<file path="src/rtl/regfile_flush_ctrl.sv">
// -----------------------------------------------------------------------------
// regfile_flush_ctrl
//
// Sequences register-file recovery after a full pipeline flush. When a flush
// request arrives, the ROB busy/destination state is snapshotted, replayed to
// the regfile as a one-cycle restore strobe, and then allocate stays blocked for
// DRAIN_CYCLES cycles so in-flight CDB traffic can clear. A one-cycle done pulse
// marks the end of the sequence.
//
// Ports:
//   clk, rst_n          clock, asynchronous active-low reset
//   flush_req_i         one-cycle flush request pulse
//   rob_busy_i          per-entry ROB busy flags
//   rob_dest_i          per-entry ROB destination register (5 bits each)
//   alloc_in_i          allocate request from the instruction queue
//   load_in_i           commit load request from the ROB
//   alloc_out_o         gated allocate to the regfile
//   load_out_o          gated load to the regfile
//   flush_ip_o          flush-in-progress strobe (RESTORE only)
//   set_reg_valid_o     restore enables (RESTORE only)
//   reg_valid_o         registers to restore (RESTORE only)
//   busy_o              high whenever the sequencer is not IDLE
//   flush_done_o        one-cycle completion pulse
//   err_drop_o          sticky: a load was dropped while recovering
// -----------------------------------------------------------------------------
module regfile_flush_ctrl #(
    parameter int ROB_DEPTH    = 8,
    parameter int DRAIN_CYCLES = 2
) (
    input  logic                      clk,
    input  logic                      rst_n,
    input  logic                      flush_req_i,
    input  logic [ROB_DEPTH-1:0]      rob_busy_i,
    input  logic [ROB_DEPTH-1:0][4:0] rob_dest_i,
    input  logic                      alloc_in_i,
    input  logic                      load_in_i,
    output logic                      alloc_out_o,
    output logic                      load_out_o,
    output logic                      flush_ip_o,
    output logic [ROB_DEPTH-1:0]      set_reg_valid_o,
    output logic [ROB_DEPTH-1:0][4:0] reg_valid_o,
    output logic                      busy_o,
    output logic                      flush_done_o,
    output logic                      err_drop_o
);

    typedef enum logic [2:0] {
        ST_IDLE    = 3'd0,
        ST_CAPTURE = 3'd1,
        ST_RESTORE = 3'd2,
        ST_DRAIN   = 3'd3,
        ST_DONE    = 3'd4
    } state_e;

    // Counter reload value: DRAIN lasts DRAIN_CYCLES cycles counting down to 0.
    localparam logic [3:0] DRAIN_LOAD = 4'(DRAIN_CYCLES - 1);

    state_e                      state_q, state_d;
    logic [ROB_DEPTH-1:0]        snap_en_q, snap_en_d;
    logic [ROB_DEPTH-1:0][4:0]   snap_dest_q, snap_dest_d;
    logic [3:0]                  cnt_q, cnt_d;
    logic                        pending_q, pending_d;
    logic                        err_q, err_d;

    // State register.
    always_ff @(posedge clk or negedge rst_n) begin
        if (!rst_n) begin
            state_q <= ST_IDLE;
        end else begin
            state_q <= state_d;
        end
    end

    // Next-state logic.
    always_comb begin
        state_d = state_q;
        case (state_q)
            ST_IDLE: begin
                if (flush_req_i) begin
                    state_d = ST_CAPTURE;
                end else begin
                    state_d = ST_IDLE;
                end
            end
            ST_CAPTURE: state_d = ST_RESTORE;
            ST_RESTORE: state_d = ST_DRAIN;
            ST_DRAIN: begin
                if (cnt_q == 4'd0) begin
                    state_d = ST_DONE;
                end else begin
                    state_d = ST_DRAIN;
                end
            end
            ST_DONE: begin
                // A flush that arrived during recovery, or one coinciding with
                // DONE itself, restarts the sequence without passing IDLE.
                if (pending_q || flush_req_i) begin
                    state_d = ST_CAPTURE;
                end else begin
                    state_d = ST_IDLE;
                end
            end
            default: state_d = ST_IDLE;
        endcase
    end

    // Datapath next-state: snapshot, drain counter, pending flush, dropped-load flag.
    always_comb begin
        snap_en_d   = snap_en_q;
        snap_dest_d = snap_dest_q;
        cnt_d       = cnt_q;
        pending_d   = pending_q;
        err_d       = err_q;

        if (state_q == ST_CAPTURE) begin
            snap_dest_d = rob_dest_i;
            // x0 is hard-wired, so it is never restored.
            for (int i = 0; i < ROB_DEPTH; i++) begin
                snap_en_d[i] = rob_busy_i[i] & (rob_dest_i[i] != 5'd0);
            end
        end else begin
            snap_en_d   = snap_en_q;
            snap_dest_d = snap_dest_q;
        end

        if (state_q == ST_RESTORE) begin
            cnt_d = DRAIN_LOAD;
        end else if ((state_q == ST_DRAIN) && (cnt_q != 4'd0)) begin
            cnt_d = cnt_q - 4'd1;
        end else begin
            cnt_d = cnt_q;
        end

        // DONE consumes the pending request; requests collapse into one.
        if (state_q == ST_DONE) begin
            pending_d = 1'b0;
        end else if ((state_q != ST_IDLE) && flush_req_i) begin
            pending_d = 1'b1;
        end else begin
            pending_d = pending_q;
        end

        if (load_in_i && (state_q != ST_IDLE)) begin
            err_d = 1'b1;
        end else begin
            err_d = err_q;
        end
    end

    // Datapath registers.
    always_ff @(posedge clk or negedge rst_n) begin
        if (!rst_n) begin
            snap_en_q   <= '0;
            snap_dest_q <= '0;
            cnt_q       <= 4'd0;
            pending_q   <= 1'b0;
            err_q       <= 1'b0;
        end else begin
            snap_en_q   <= snap_en_d;
            snap_dest_q <= snap_dest_d;
            cnt_q       <= cnt_d;
            pending_q   <= pending_d;
            err_q       <= err_d;
        end
    end

    // Output decode; gating is combinational so it acts in the request cycle.
    always_comb begin
        alloc_out_o     = 1'b0;
        load_out_o      = 1'b0;
        flush_ip_o      = 1'b0;
        set_reg_valid_o = '0;
        reg_valid_o     = '0;
        flush_done_o    = 1'b0;
        case (state_q)
            ST_IDLE: begin
                // A same-cycle load still commits (the mispredicting
                // instruction), but allocate is blocked at once.
                alloc_out_o = alloc_in_i & ~flush_req_i;
                load_out_o  = load_in_i;
            end
            ST_RESTORE: begin
                flush_ip_o      = 1'b1;
                set_reg_valid_o = snap_en_q;
                reg_valid_o     = snap_dest_q;
            end
            ST_DONE: flush_done_o = 1'b1;
            default: begin
                alloc_out_o  = 1'b0;
                flush_done_o = 1'b0;
            end
        endcase
    end

    assign busy_o     = (state_q != ST_IDLE);
    assign err_drop_o = err_q;

endmodule
</file>
<file path="config.mk">
export PLATFORM = sky130hd
export DESIGN_NAME = regfile_flush_ctrl
export DESIGN_NICKNAME = d
export VERILOG_FILES = /design/src/rtl/regfile_flush_ctrl.sv
export SDC_FILE = /design/constraint.sdc
export NUM_CORES = 1
export LEC_CHECK = 0
export ABC_AREA = 1
export BUFFER_PORTS_ARGS = -buffer_cell sky130_fd_sc_hd__buf_4
export CAP_MARGIN = 20
export CORE_MARGIN = 4
export CORE_UTILIZATION = 50
export CTS_CLUSTER_SIZE = 10
export DETAILED_ROUTE_END_ITERATION = 8
export HOLD_SLACK_MARGIN = 0.06
export PLACE_DENSITY_LB_ADDON = 0.25
export SETUP_SLACK_MARGIN = 0.5
export SLEW_MARGIN = 20
export SYNTH_ARGS = -nofsm -noshare
export SYNTH_HDL_FRONTEND = slang
export SYNTH_SLANG_ARGS = --single-unit
</file>
<file path="constraint.sdc">
create_clock -name clk -period 2.95 [get_ports clk]
set_input_delay 0.1475 -clock clk [delete_from_list [all_inputs] [get_ports clk]]
set_output_delay 0.1475 -clock clk [all_outputs]
set_load 0.005 [all_outputs]
</file>
# After elaboration in Yosys (flattened, before gate mapping)
# Index checks and enable logic that the tools add are counted.
# classes
n_reduce_logical,18
n_mux,14
n_addsub,1
n_eq_ne,4
bitwise,10
# op_table
cell,count
$mux W40,1
$reduce_bool A5 Y1,8
$pmux W3 S5,1
$and A1 B1 Y1,9
$mux W1,8
$mux W4,2
$mux W8,1
$eq A3 B2 Y1 const B,2
$logic_not A4 Y1,1
$reduce_bool A2 Y1,2
$reduce_bool A4 Y1,1
$sub A4 B1 Y4 const B,1
$eq A3 B1 Y1 const B,1
$eq A3 B3 Y1 const B,1
$logic_and A1 B1 Y1,3
$logic_not A3 Y1,1
$mux W3,1
$reduce_bool A3 Y1,1
$logic_or A1 B1 Y1,1
$not A1 Y1,1
# totals
in_bits,53
wordCells,60
regBits,57

# Depth between registers and ports, before layout
# Gate-level depths: netlist (run 1).
# depth
ltp_word,4
ltp_mapped,6
ltp_nobuf,6

# Worst setup path after synthesis (run 1)
# OpenSTA, ideal clock, no wires.
# synth_timing
kind,register to register
startpoint,register cnt_q[0]
endpoint,register state_q[0]
t_arrival_ps,1110
required_ps,2805
n_path_buf,0
path_stages_with_launch,6
setup_time_ps,145
slack_ps,1695
synth_period_minus_slack_ps,1255
cell_sequence,dfrtp_1 -> inv_1 -> ha_1 -> nand2_1 -> o21bai_1 -> o21ai_0
# synth_via
elab_chain_cells,3
# synth_rtl
element,line,source
start: declaration,61,"logic [3:0] cnt_q, cnt_d;"
start signal: assignment,161,cnt_q <= cnt_d;
$logic_not A4 Y1,88,if (cnt_q == 4'd0) begin
$mux W3,88,
$pmux W3 S5,77,case (state_q)
named net state_d[0],58,"state_e state_q, state_d;"
end signal: assignment,70,state_q <= state_d;
end: declaration,58,
# The timed path passes the listed nets, and every way through them passes these cells.
# A chain may end at the register's enable or synchronous reset.

==> summary.txt, run 1 <==
Setup path
  – Crit-path max cell delay: about 0.42 ns
  – Arr. time, crit path: roughly 1.9 ns
  – WS Path Type: reg -> out
  – Reg-to-reg slack, setup: roughly 1 ns
  – FF-to-FF End: snap_en_q[6]
  – Critical Path Start Type: flop
  – Crit path cell chain: inv_1, nand3_2, buf_16, nor2_1, buf_4
  – Reg2Reg Depth: 5
  – FF-to-FF Start: state_q[1]
  – Slowest cell on the critical path: nand3_2
  – Worst path required time: 2.80 ns
  – Crit path max fanout: 32
  – Crit end category: output pin

Drt
  – Starting DRT DRC Count: 190
  – Vias: about 2,600
  – Vias per cell: 4.66
  – DRC viols: 0
  – WL final: ~6600 microns
  – Routed Antenna Nets: 0
  – Drt wl/cell: 11.9 microns
  – DR pass1 iterations: 4

Clock network
  – Bufs on Longest Clock Path: 2
  – Clock sink total: 57
  – Post-CTS Setup Inserts: 0
  – TritonCTS clock tree: yes
  – H-tree depth: 3
  – Hold buffer count at CTS: 11
  – Root Buffer: clkbuf_8
  – CTS buffer count: 9
  – Clk slew on worst S/H paths: 0.06 ns
  – Post_cts resized: 0
  – Clock Latency Late Sink: 0.32 ns

Floorplanning
  – I/O pin cnt: 107
  – Die Area: 6920 sq um
  – Initial core utilization: between 50% and 60%
  – Num rows: 27
  – Die height: 83.2 microns
  – Core region area: 5510 sq um
  – Die W: between 80 and 90 microns

Yosys
  – Synth top area share: 50.5%
  – Synth area leaders: dfrtp_1, inv_1, o21ai_0, nor2_1, nand2_1
  – Post-synthesis compound-gate area fraction: 10.1%
  – Dominant cell type by area after synthesis: dfrtp_1
  – Post-synthesis mux area share: 0%
  – Xor/xnor cell area share of the yosys netlist: 0.310%
  – Sequential share of the synthesized area: 50.5%
  – Warning count from the yosys run: 0
  – Synth cell types: 23
  – Post-synthesis cell area: 2830 sq um
  – Register bit count reported by yosys: 57
  – Mapped Cells: 367
  – Combinational family with the most area after synthesis: simple AND/OR/NAND/NOR gates
  – Adder-Cell Fraction of Synth Area: 0.886%
  – Mean Syn Cell Area: 7.70 sq um
  – Post-Synth Simple-Gate Area: 22.8%
  – Syn_nets: 422

Final layout
  – Most frequent cells in the layout: buf_4, inv_1, nor2_1
  – N_diodes: 0
  – Layout Cells excl Fill: 556
  – Core Util, Final: 71.2%
  – Area grow syn2layout: 38.8%
  – Layout Nets: 537
  – Post-route cell area: around 3900 sq um
  – Share of cells above drive strength 1: 27.1%
  – Most common cell after layout, fill and taps aside: buf_4

Worst hold path
  – Hold-critical path depth: 3
  – Worst Hold End: snap_en_q[6]
  – Worst Hold Class: in -> reg
  – Worst hold start: rob_busy_i[6]

STA
  – Rel. slew slack: 52.9%
  – Setup TNS: 0 ns
  – Final setup violation count: 0
  – Max Clk Rate: 0.483 GHz
  – Worst Hold Slack: between 0.08 and 0.09 ns
  – Period minus WS final: 2.07 ns
  – Worst-Margin Slew: 0.706 ns
  – RSZ-0062 raised after global routing: false
  – Fin crit share: between 70% and 80%
  – Final max-slew violation count: 0
  – Clk_skew: ~0.0049 ns
  – Fin. Hold Viols: 0

Placement
  – Post-Place Cells: 531
  – Placer's final routability congestion estimate: 0.811
  – PortBufs: 106
  – Area post-placement: 3620 sq um
  – HPWL Detailed: 4610 microns

Global route
  – Vias in the first global route: roughly 2,500
  – Aggregate global-route resource usage: 19.5%
  – GRT overflow: 0
  – First-pass GRT wire length: roughly 11,000 microns
  – Number of antenna violations at the first check in global routing: 0
  – Largest net degree at the start of global routing: 58

Outcome
  – Status: complete, no violations

Power
  – Power per cell area: 941 nW/um^2
  – Maximum vdd drop: 489 uV
  – Leak Pwr: 2.18 nW

Run
  – # Max-Cap Violations: 0
## report_power, final
part / internal [W] / switching, W
clock: 0.000360 / 0.000278
sequential: 0.00116 / 0.000180
combinational: 0.000751 / 0.000965
total: 0.00227 / 0.00142
## how the worst max path moves through the flow
stage                           from         endpoint  slack, ns  depth (start not counted)
final                     state_q[0]  reg_valid_o[19]       0.88                          5
after global routing      state_q[0]  reg_valid_o[22]       0.70                          5
after CTS                 state_q[0]  reg_valid_o[19]       0.51                          4
after detailed placement  state_q[0]  reg_valid_o[19]       0.87                          4
after global placement    state_q[0]  reg_valid_o[34]       0.93                          4
after floorplan             cnt_q[0]       state_q[0]       1.69                          5
## routing by layer
| layer | global-route usage [%] | share of wire (%) | vias up | wire, microns |
|---|---|---|---|---|
| met4 | 9.06 | 1.8 | 0 | 116 |
| li1 | - | - | 1327 | - |
| met2 | 32.4 | 48 | 90 | 3160 |
| met3 | 5.65 | 6.8 | 11 | 452 |
| met1 | 23.4 | 43 | 1163 | 2870 |
| met5 | 0 | 0 | - | 0 |
## cell usage after synthesis (all sizes together)
cell type,count
clkbuf,2
nor3b,1
buf,14
a21oi,1
nand4,8
nand3,6
dfrtp,57
o21bai,1
nor3,9
nor2,63
nand2,61
o21ai,53
a21o,1
xor2,1
ha,2
inv,87
## through the flow
stage          total power (W)  setup WS (ns)
2_1_floorplan          0.00240           1.69
3_3_place_gp           0.00295          0.926
3_5_place_dp           0.00303          0.872
4_1_cts                0.00369          0.505
5_1_grt                0.00405          0.700
6_report               0.00369          0.879
## worst max-delay path, delay by kind of cell, from the launching register on
kind / cells / cell delay, ns
flops: 1 / 0.41
buf+inv: 3 / 0.63
simple gates: 2 / 0.55
## area by class of cell
class	count	area, sq um
repair buffers	120	948
clock buffers	13	169
inverters	87	327
well taps	72	90.1
flip-flops and latches	57	1430
multi-input cells	207	962
fillers	485	1580
## cells by family (layout without fill, tap and decap cells)
kind of cell,Yosys count,in the layout
compound gates,56,56
flops,57,57
simple gates,148,148
fa+ha+maj,2,2
buf+inv,103,220
xor+xnor,1,1
## state kept, by name, summed over array words and instances (netlist names)
name         count
cnt_q            4
err_drop_o       1
pending_q        1
snap_dest_q     40
snap_en_q        8
state_q          3
(Power assumes the default switching activity.)
==> run 2, diff against run 1 <==
--- a/config.mk
+++ b/config.mk
@@ -5,11 +5,11 @@
 export SDC_FILE = /design/constraint.sdc
 export NUM_CORES = 1
 export LEC_CHECK = 0
-export ABC_AREA = 1
+export ABC_AREA = 0
 export BUFFER_PORTS_ARGS = -buffer_cell sky130_fd_sc_hd__buf_4
 export CAP_MARGIN = 20
 export CORE_MARGIN = 4
-export CORE_UTILIZATION = 50
+export CORE_UTILIZATION = 44
 export CTS_CLUSTER_SIZE = 10
 export DETAILED_ROUTE_END_ITERATION = 8
 export HOLD_SLACK_MARGIN = 0.06
==> constraint.sdc (replaced) <==
create_clock -name clk -period 1.7 [get_ports clk]
set_input_delay 0.085 -clock clk [delete_from_list [all_inputs] [get_ports clk]]
set_output_delay 0.085 -clock clk [all_outputs]
set_load 0.005 [all_outputs]
==> run 2 against run 1 <==
- the run now ends with negative setup slack left
- sequential power up 83%
- clock power up 110%
- largest power group unchanged
- die area up 9.3%
- setup slack worse by 0.99 ns
- final cell count up 5.8%
- combinational power rose to 3.3 times the previous value
- highest routed layer unchanged
==> summary.txt, run 2 <==
Final layout
  – Core Util, Final: 86.2% (was 71.2%)
  – Area grow syn2layout: 88.2% (was 38.8%)
  – Layout Nets: 563 (was 537)
  – Area of the multi-input gates: 1500 sq um (was 962 sq um)
  – Most frequent cells in the layout: nand2_1, buf_4, dfrtp_1 (was buf_4, inv_1, nor2_1)
  – Filler cells: 284 (was 485)
  – N_diodes: 0 (unchanged)
  – Sequential Area: 1430 sq um (about the same)
  – Largest regs: snap_dest_q x40, snap_en_q x8, cnt_q x4 (unchanged)
  – Number of flip-flops in the largest register: 40 (unchanged)
  – Share of cells above drive strength 1: 47.6% (was 27.1%)
  – Post-route cell area: 5160 sq um (was 3920 sq um)
  – Biggest register: snap_dest_q (unchanged)

Outcome
  – Status: complete, but fails checks (was complete, no violations)
  – Failing checks: negative setup slack

Yosys
  – Warning count from the yosys run: 0 (unchanged)
  – Synth Flop Type: dfrtp_1 (unchanged)
  – Sequential share of the synthesized area: 52.0% (was 50.5%)
  – Mean Syn Cell Area: 8.71 sq um (was 7.70 sq um)
  – Register bit count reported by yosys: 57 (unchanged)
  – Mapped Cells: 315 (was 367)
  – Top-count cell post-synth: nand2_1 (was inv_1)
  – Syn_nets: 370 (was 422)
  – Synth cell types: 31 (was 23)
  – Synth top area share: 52.0% (was 50.5%)
  – Dominant cell type by area after synthesis: dfrtp_1 (unchanged)
  – Synth area leaders: dfrtp_1, nand2_1, and2_1, o21ai_0, or4_1 (was dfrtp_1, inv_1, o21ai_0, nor2_1, nand2_1)
  – Synth top cells by count: nand2_1, dfrtp_1, and2_1 (was inv_1, nor2_1, nand2_1)
  – Synth async-reset ratio: 100% (unchanged)
  – EDFF count, synth: 0 (unchanged)
  – Post-synthesis cell area: 2740 sq um (was 2830 sq um)

Global route
  – First-pass GRT wire length: 14,200 microns (was 11,100 microns)
  – GRT overflow: 0 (unchanged)
  – Number of antenna violations at the first check in global routing: 0 (unchanged)
  – Vias in the first global route: 2,978 (was 2,518)
  – Aggregate global-route resource usage: 24.4% (was 19.5%)
  – Largest net degree at the start of global routing: 58 (unchanged)

Clock network
  – TritonCTS clock tree: yes (unchanged)
  – H-tree depth: 3 (unchanged)
  – Clock sink total: 57 (unchanged)
  – Root Buffer: clkbuf_8 (unchanged)
  – Bufs on Longest Clock Path: 2 (unchanged)
  – CTS buffer count: 9 (unchanged)
  – Clk slew on worst S/H paths: 0.07 ns (was 0.06 ns)
  – Clock Latency Late Sink: 0.34 ns (was 0.32 ns)

Drt
  – DRC viols: 0 (unchanged)
  – WL final: 11,800 microns (was 6600 microns)
  – Vias per cell: 5.46 (was 4.66)
  – DR pass1 iterations: 4 (unchanged)
  – Routed Antenna Nets: 0 (unchanged)
  – Drt wl/cell: 20.1 microns (was 11.9 microns)
  – Vias: 3,213 (was 2,591)
  – Starting DRT DRC Count: 228 (was 190)

Placement
  – Placer's final routability congestion estimate: 0.742 (was 0.811)
  – HPWL Detailed: 4380 microns (was 4610 microns)
  – PortBufs: 106 (unchanged)
  – Area post-placement: 3600 sq um (was 3620 sq um)

Floorplanning
  – I/O pin cnt: 107 (unchanged)
  – Die W: 87.0 microns (was 83.2 microns)
  – Die height: 87.0 microns (was 83.2 microns)
  – Die Area: 7560 sq um (was 6920 sq um)
  – Core region area: 5990 sq um (was 5510 sq um)
  – Initial core utilization: 45.8% (was 51.3%)
  – Num rows: 28 (was 27)

STA
  – Worst Hold Slack: 0.163 ns (was 0.0809 ns)
  – Worst setup margin: -0.106 ns (was 0.879 ns)
  – Final max-slew violation count: 0 (unchanged)
  – RSZ-0062 raised after global routing: true (was false)
  – Max Clk Rate: around 0.55 GHz
  – Period minus WS final: 1.81 ns
  – Rel. slew slack: 51.3% (was 52.9%)
  – Worst-Margin Slew: 0.731 ns (was 0.706 ns)
  – Clk_skew: 0.00945 ns (was 0.00485 ns)
  – Fin crit share: 106%
  – Setup TNS: -3.09 ns (was 0 ns)
  – Fin. Hold Viols: 0 (unchanged)
  – Final setup violation count: 49 (was 0)

Setup path
  – Slowest cell on the critical path: dfrtp_1 (was nand3_2)
  – Arr. time, crit path: 1.72 ns (was 1.92 ns)
  – Crit end category: output pin (unchanged)
  – Worst path required time: 1.62 ns (was 2.80 ns)
  – Crit path max fanout: 13 (was 32)
  – Critical Path Start Type: flop (unchanged)
  – Most used cell, CP: buf_6
  – Crit-path max cell delay: 0.42 ns (about the same)
  – WS Path Type: reg -> out (unchanged)
  – Crit path cell chain: buf_6, nor3b_4, buf_6, buf_12, and2_1, buf_4 (was inv_1, nand3_2, buf_16, nor2_1, buf_4)

Power
  – Maximum vdd drop: 1240 uV (was 489 uV)
  – Power per cell area: 1850 nW/um^2 (was 941 nW/um^2)
  – Leak Pwr: 2.57 nW (was 2.18 nW)

Run
  – # Max-Cap Violations: 0 (unchanged)

Worst hold path
  – Worst Hold Class: in -> reg (unchanged)
run 2: cell types whose count changed after synthesis, moves of 5 or more:
cell,previous run,this run
nor3_2,7,0
o21ai_0,49,20
and2_1,0,48
nand3_1,5,0
nand4_1,8,0
nor2_1,62,3
nand2_1,60,129
inv_1,87,4
or4_1,0,8
run 2: path summary, 6_finish.rpt:
check / depth (start not counted) / slack (ns) / endpoint / start
min in group asynchronous: 2 / 0.35 / err_drop_o / rst_n
setup reg to reg: 5 / 0.03 / cnt_q[1] / state_q[2]
setup / recovery: 6 / -0.11 / reg_valid_o[10] / state_q[0]
hold reg to reg: 2 / 0.47 / snap_dest_q[8] / snap_dest_q[8]
hold / removal: 4 / 0.16 / snap_en_q[1] / rob_dest_i[7]
max in group asynchronous: 2 / 0.84 / state_q[1] / rst_n
run 2: area by class of cell:
class,count,area share (%)
timing repair buffer,194,37.1
tap,75,1.82
sequential,57,27.7
clock buffer,14,3.34
inverter,4,0.291
clock inverter,2,0.678
multi-input combinational,242,29.1
run 2: cells by family after synthesis:
| family | synth area share [%] |
|---|---|
| flops | 52.0 |
| compound gates | 5.11 |
| simple gates | 35.9 |
| fa+ha+maj | 0.912 |
| mux | 1.14 |
| buf+inv | 4.92 |
run 2: stage by stage:
step	total power, W	worst slack, ns	std cells
after floorplan	0.00428	0.276	315
after detailed placement	0.00542	0.130	481
final	0.00953	-0.106	588
after global routing	0.00995	-0.137	588
after CTS	0.00753	0.0121	568
after global placement	0.00532	0.182	481
run 2: repair_timing:
item | CTS | global route
resized for setup | 18 | 108
hold buffers | 51 | 0
cloned | 8 | 10
endpoints found under the setup margin | 108 | 108
pin swaps | 11 | 49
endpoints found under the hold margin | 107 | 0
setup buffers | 12 | 10
run 2: worst max-delay path, delay by kind of cell (launching register included):
| family | cells | cell delay [ns] |
|---|---|---|
| and+or+nand+nor | 2 | 0.38 |
| buffers and inverters | 4 | 0.58 |
| DFF | 1 | 0.42 |
run 2: per-layer routing:
metal	wire, microns	part of all wire (%)	global-route usage (%)
met1	4340	37	30.9
met4	528	4.5	11.5
met2	6040	51	40.4
met3	890	7.5	4.45
met5	0	0	0
run 2: power breakdown:
group / internal [W] / switching (W)
Clock: 0.000796 / 0.000563
Combinational: 0.00305 / 0.00266
Sequential: 0.00201 / 0.000446
Total: 0.00586 / 0.00367
==> run 3, diff against run 2 <==
--- a/config.mk
+++ b/config.mk
@@ -9,7 +9,7 @@
 export BUFFER_PORTS_ARGS = -buffer_cell sky130_fd_sc_hd__buf_4
 export CAP_MARGIN = 20
 export CORE_MARGIN = 4
-export CORE_UTILIZATION = 44
+export CORE_UTILIZATION = 49
 export CTS_CLUSTER_SIZE = 10
 export DETAILED_ROUTE_END_ITERATION = 8
 export HOLD_SLACK_MARGIN = 0.06
==> constraint.sdc (replaced) <==
create_clock -name clk -period 2 [get_ports clk]
set_input_delay 0.1 -clock clk [delete_from_list [all_inputs] [get_ports clk]]
set_output_delay 0.1 -clock clk [all_outputs]
set_load 0.005 [all_outputs]
==> run 3 against run 2 <==
- the flow now finishes without violations
- clock power decreased by 15%
- die area decreased by 9.3%
- sequential power decreased by 18%
- largest cell class unchanged
- highest routed layer unchanged
==> summary.txt, run 3 (synthesized netlist as in run 2, its figures left out) <==
Outcome
  – Status: complete, no violations (was complete, but fails checks)

Power
  – Maximum vdd drop: 838 uV (was 1240 uV)
  – Overall power: 0.00661 W (was 0.00953 W)
  – Power per cell area: 1450 nW/um^2 (was 1850 nW/um^2)
  – Leak Pwr: 2.36 nW (was 2.57 nW)

Clock network
  – Root Buffer: clkbuf_8 (unchanged)
  – Clock Latency Late Sink: 0.33 ns (was 0.34 ns)
  – Bufs on Longest Clock Path: 2 (unchanged)
  – TritonCTS clock tree: yes (unchanged)
  – Clk slew on worst S/H paths: 0.06 ns (was 0.07 ns)
  – CTS buffer count: 9 (unchanged)
  – Clock sink total: 57 (unchanged)
  – H-tree depth: 3 (unchanged)

Setup path
  – Most used cell, CP: buf_6 (unchanged)
  – Worst path required time: 1.90 ns (was 1.62 ns)
  – Buf/Inv on CP: 3 (was 4)
  – Arr. time, crit path: 1.60 ns (was 1.72 ns)
  – Crit path max fanout: 13 (unchanged)
  – Crit end category: output pin (unchanged)
  – Critical Path Start Type: flop (unchanged)
  – Critical path's top delay family: flip-flops (was buffers and inverters)
  – Crit path cell chain: nor3b_4, buf_6, buf_6, and2_1, buf_4 (was buf_6, nor3b_4, buf_6, buf_12, and2_1, buf_4)
  – WS Path Type: reg -> out (unchanged)
  – Crit-path max cell delay: 0.45 ns (was 0.42 ns)
  – Slowest cell on the critical path: dfrtp_2 (was dfrtp_1)

STA
  – Max Clk Rate: 0.588 GHz
  – Final max-slew violation count: 0 (unchanged)
  – Fin crit share: 85.0%
  – Period minus WS final: roughly 1.7 ns
  – Worst Hold Slack: 0.0700 ns (was 0.163 ns)
  – Setup TNS: 0 ns (was -3.09 ns)
  – Clk_skew: 0.0114 ns (was 0.00945 ns)
  – Final setup violation count: 0 (was 49)
  – Worst setup margin: 0.300 ns (was -0.106 ns)
  – RSZ-0062 raised after global routing: true (unchanged)
  – Rel. slew slack: 50.1% (was 51.3%)
  – Worst-Margin Slew: 0.749 ns (was 0.731 ns)
  – Fin. Hold Viols: 0 (unchanged)

Final layout
  – Share of cells above drive strength 1: 32.4% (was 47.6%)
  – N_diodes: 0 (unchanged)
  – Layout Cells excl Fill: 558 (was 588)
  – Number of flip-flops in the largest register: 40 (unchanged)
  – Most frequent cells in the layout: nand2_1, buf_4, dfrtp_1 (unchanged)
  – Area grow syn2layout: 65.7% (was 88.2%)
  – Biggest register: snap_dest_q (unchanged)
  – Filler cells: 295 (was 284)
  – Area of the multi-input gates: 1220 sq um (was 1500 sq um)
  – Most common cell after layout, fill and taps aside: nand2_1
  – Layout Nets: 539 (was 563)
  – Largest regs: snap_dest_q x40, snap_en_q x8, cnt_q x4 (unchanged)
  – Sequential Area: 1430 sq um (about the same)

Floorplanning
  – Num rows: 26 (was 28)
  – Die height: 82.8 microns (was 87.0 microns)
  – Die W: 82.8 microns (was 87.0 microns)
  – Core region area: 5270 sq um (was 5990 sq um)
  – I/O pin cnt: 107 (unchanged)
  – Die Area: 6860 sq um (was 7560 sq um)
  – Initial core utilization: 52.1% (was 45.8%)

Placement
  – Post-Place Cells: 477 (was 481)
  – Placer's final routability congestion estimate: 0.774 (was 0.742)
  – PortBufs: 106 (unchanged)
  – HPWL Detailed: 4790 microns (was 4380 microns)
  – Pre-CTS WS: 0.397 ns (was 0.130 ns)

Drt
  – Vias per cell: 5.15 (was 5.46)
  – Vias: 2,872 (was 3,213)
  – WL final: 9490 microns (was 11,800 microns)
  – DRC viols: 0 (unchanged)
  – Routed Antenna Nets: 0 (unchanged)
  – Starting DRT DRC Count: 221 (was 228)
  – Drt wl/cell: 17.0 microns (was 20.1 microns)
  – DR pass1 iterations: 5 (was 4)

Global route
  – Largest net degree at the start of global routing: 58 (unchanged)
  – GRT overflow: 0 (unchanged)
  – First-pass GRT wire length: 13,800 microns (was 14,200 microns)
  – Number of antenna violations at the first check in global routing: 0 (unchanged)
  – Aggregate global-route resource usage: 24.7% (was 24.4%)
  – Vias in the first global route: 2,996 (was 2,978)

Run
  – # Max-Cap Violations: 0 (unchanged)

Worst hold path
  – Worst Hold Class: in -> reg (unchanged)
## run 3: cell types whose count changed in the layout (fill, tap and decap cells not counted), sizes merged
cell and delta:
dlygate4sd3 -3, buf -11, clkbuf -4, or3b -7
## run 3: through the flow
stage                     utilization, %  instance area (sq um)
after floorplan                        -                   2740
final                               86.3                   4550
after global placement              67.5                   3560
after global routing                86.3                   4550
after detailed placement            67.5                   3560
after CTS                           83.2                   4380
## run 3: cell type report
type,count,share of cell area (%)
timing repair buffer,177,34.8
sequential,57,31.5
multi-input combinational,235,26.8
clock buffer,13,3.94
tap,70,1.93
clock inverter,2,0.771
inverter,4,0.330
## run 3: repair_timing
| action | 4_1_cts | 5_1_grt |
|---|---|---|
| resized for setup | 16 | 16 |
| hold buffers | 48 | 0 |
| pin swaps | 1 | 5 |
| gates cloned | 1 | 6 |
| endpoints found under the setup margin | 104 | 100 |
| setup buffers | 8 | 3 |
| endpoints found under the hold margin | 104 | 0 |
## run 3: worst reg2reg max path: cells and delay by family, from the launching register on
kind / cells / cell delay, ns
buffers and inverters: 2 / 0.37
AO/OA/AOI/OAI: 1 / 0.22
AND/OR/NAND/NOR: 1 / 0.49
flip-flops: 1 / 0.45
## run 3: report_power, final
part	total (W)	internal (W)	switching [W]
clock network	0.00115	0.000703	0.000450
registers	0.00202	0.00171	0.000313
logic	0.00344	0.00178	0.00166
total	0.00661	0.00419	0.00242
## run 3: per-layer routing
layer  part of all wire [%]  GRT usage [%]  up-vias
li1                       -              -     1332
met1                     39           28.0     1394
met2                     53           43.7      122
met3                    5.1           5.74       24
met4                    3.0           11.6        0
met5                      0              0        -
## run 3: path summary, 6_finish.rpt
check	start	end	slack (ns)	cells after the start
max	state_q[0]	set_reg_valid_o[5]	0.30	5
min	rob_busy_i[7]	snap_en_q[7]	0.07	3
max reg2reg	state_q[2]	snap_en_q[5]	0.38	4
min reg2reg	err_drop_o	err_drop_o	0.46	1
max in group asynchronous	rst_n	state_q[1]	1.08	2
min in group asynchronous	rst_n	err_drop_o	0.37	2
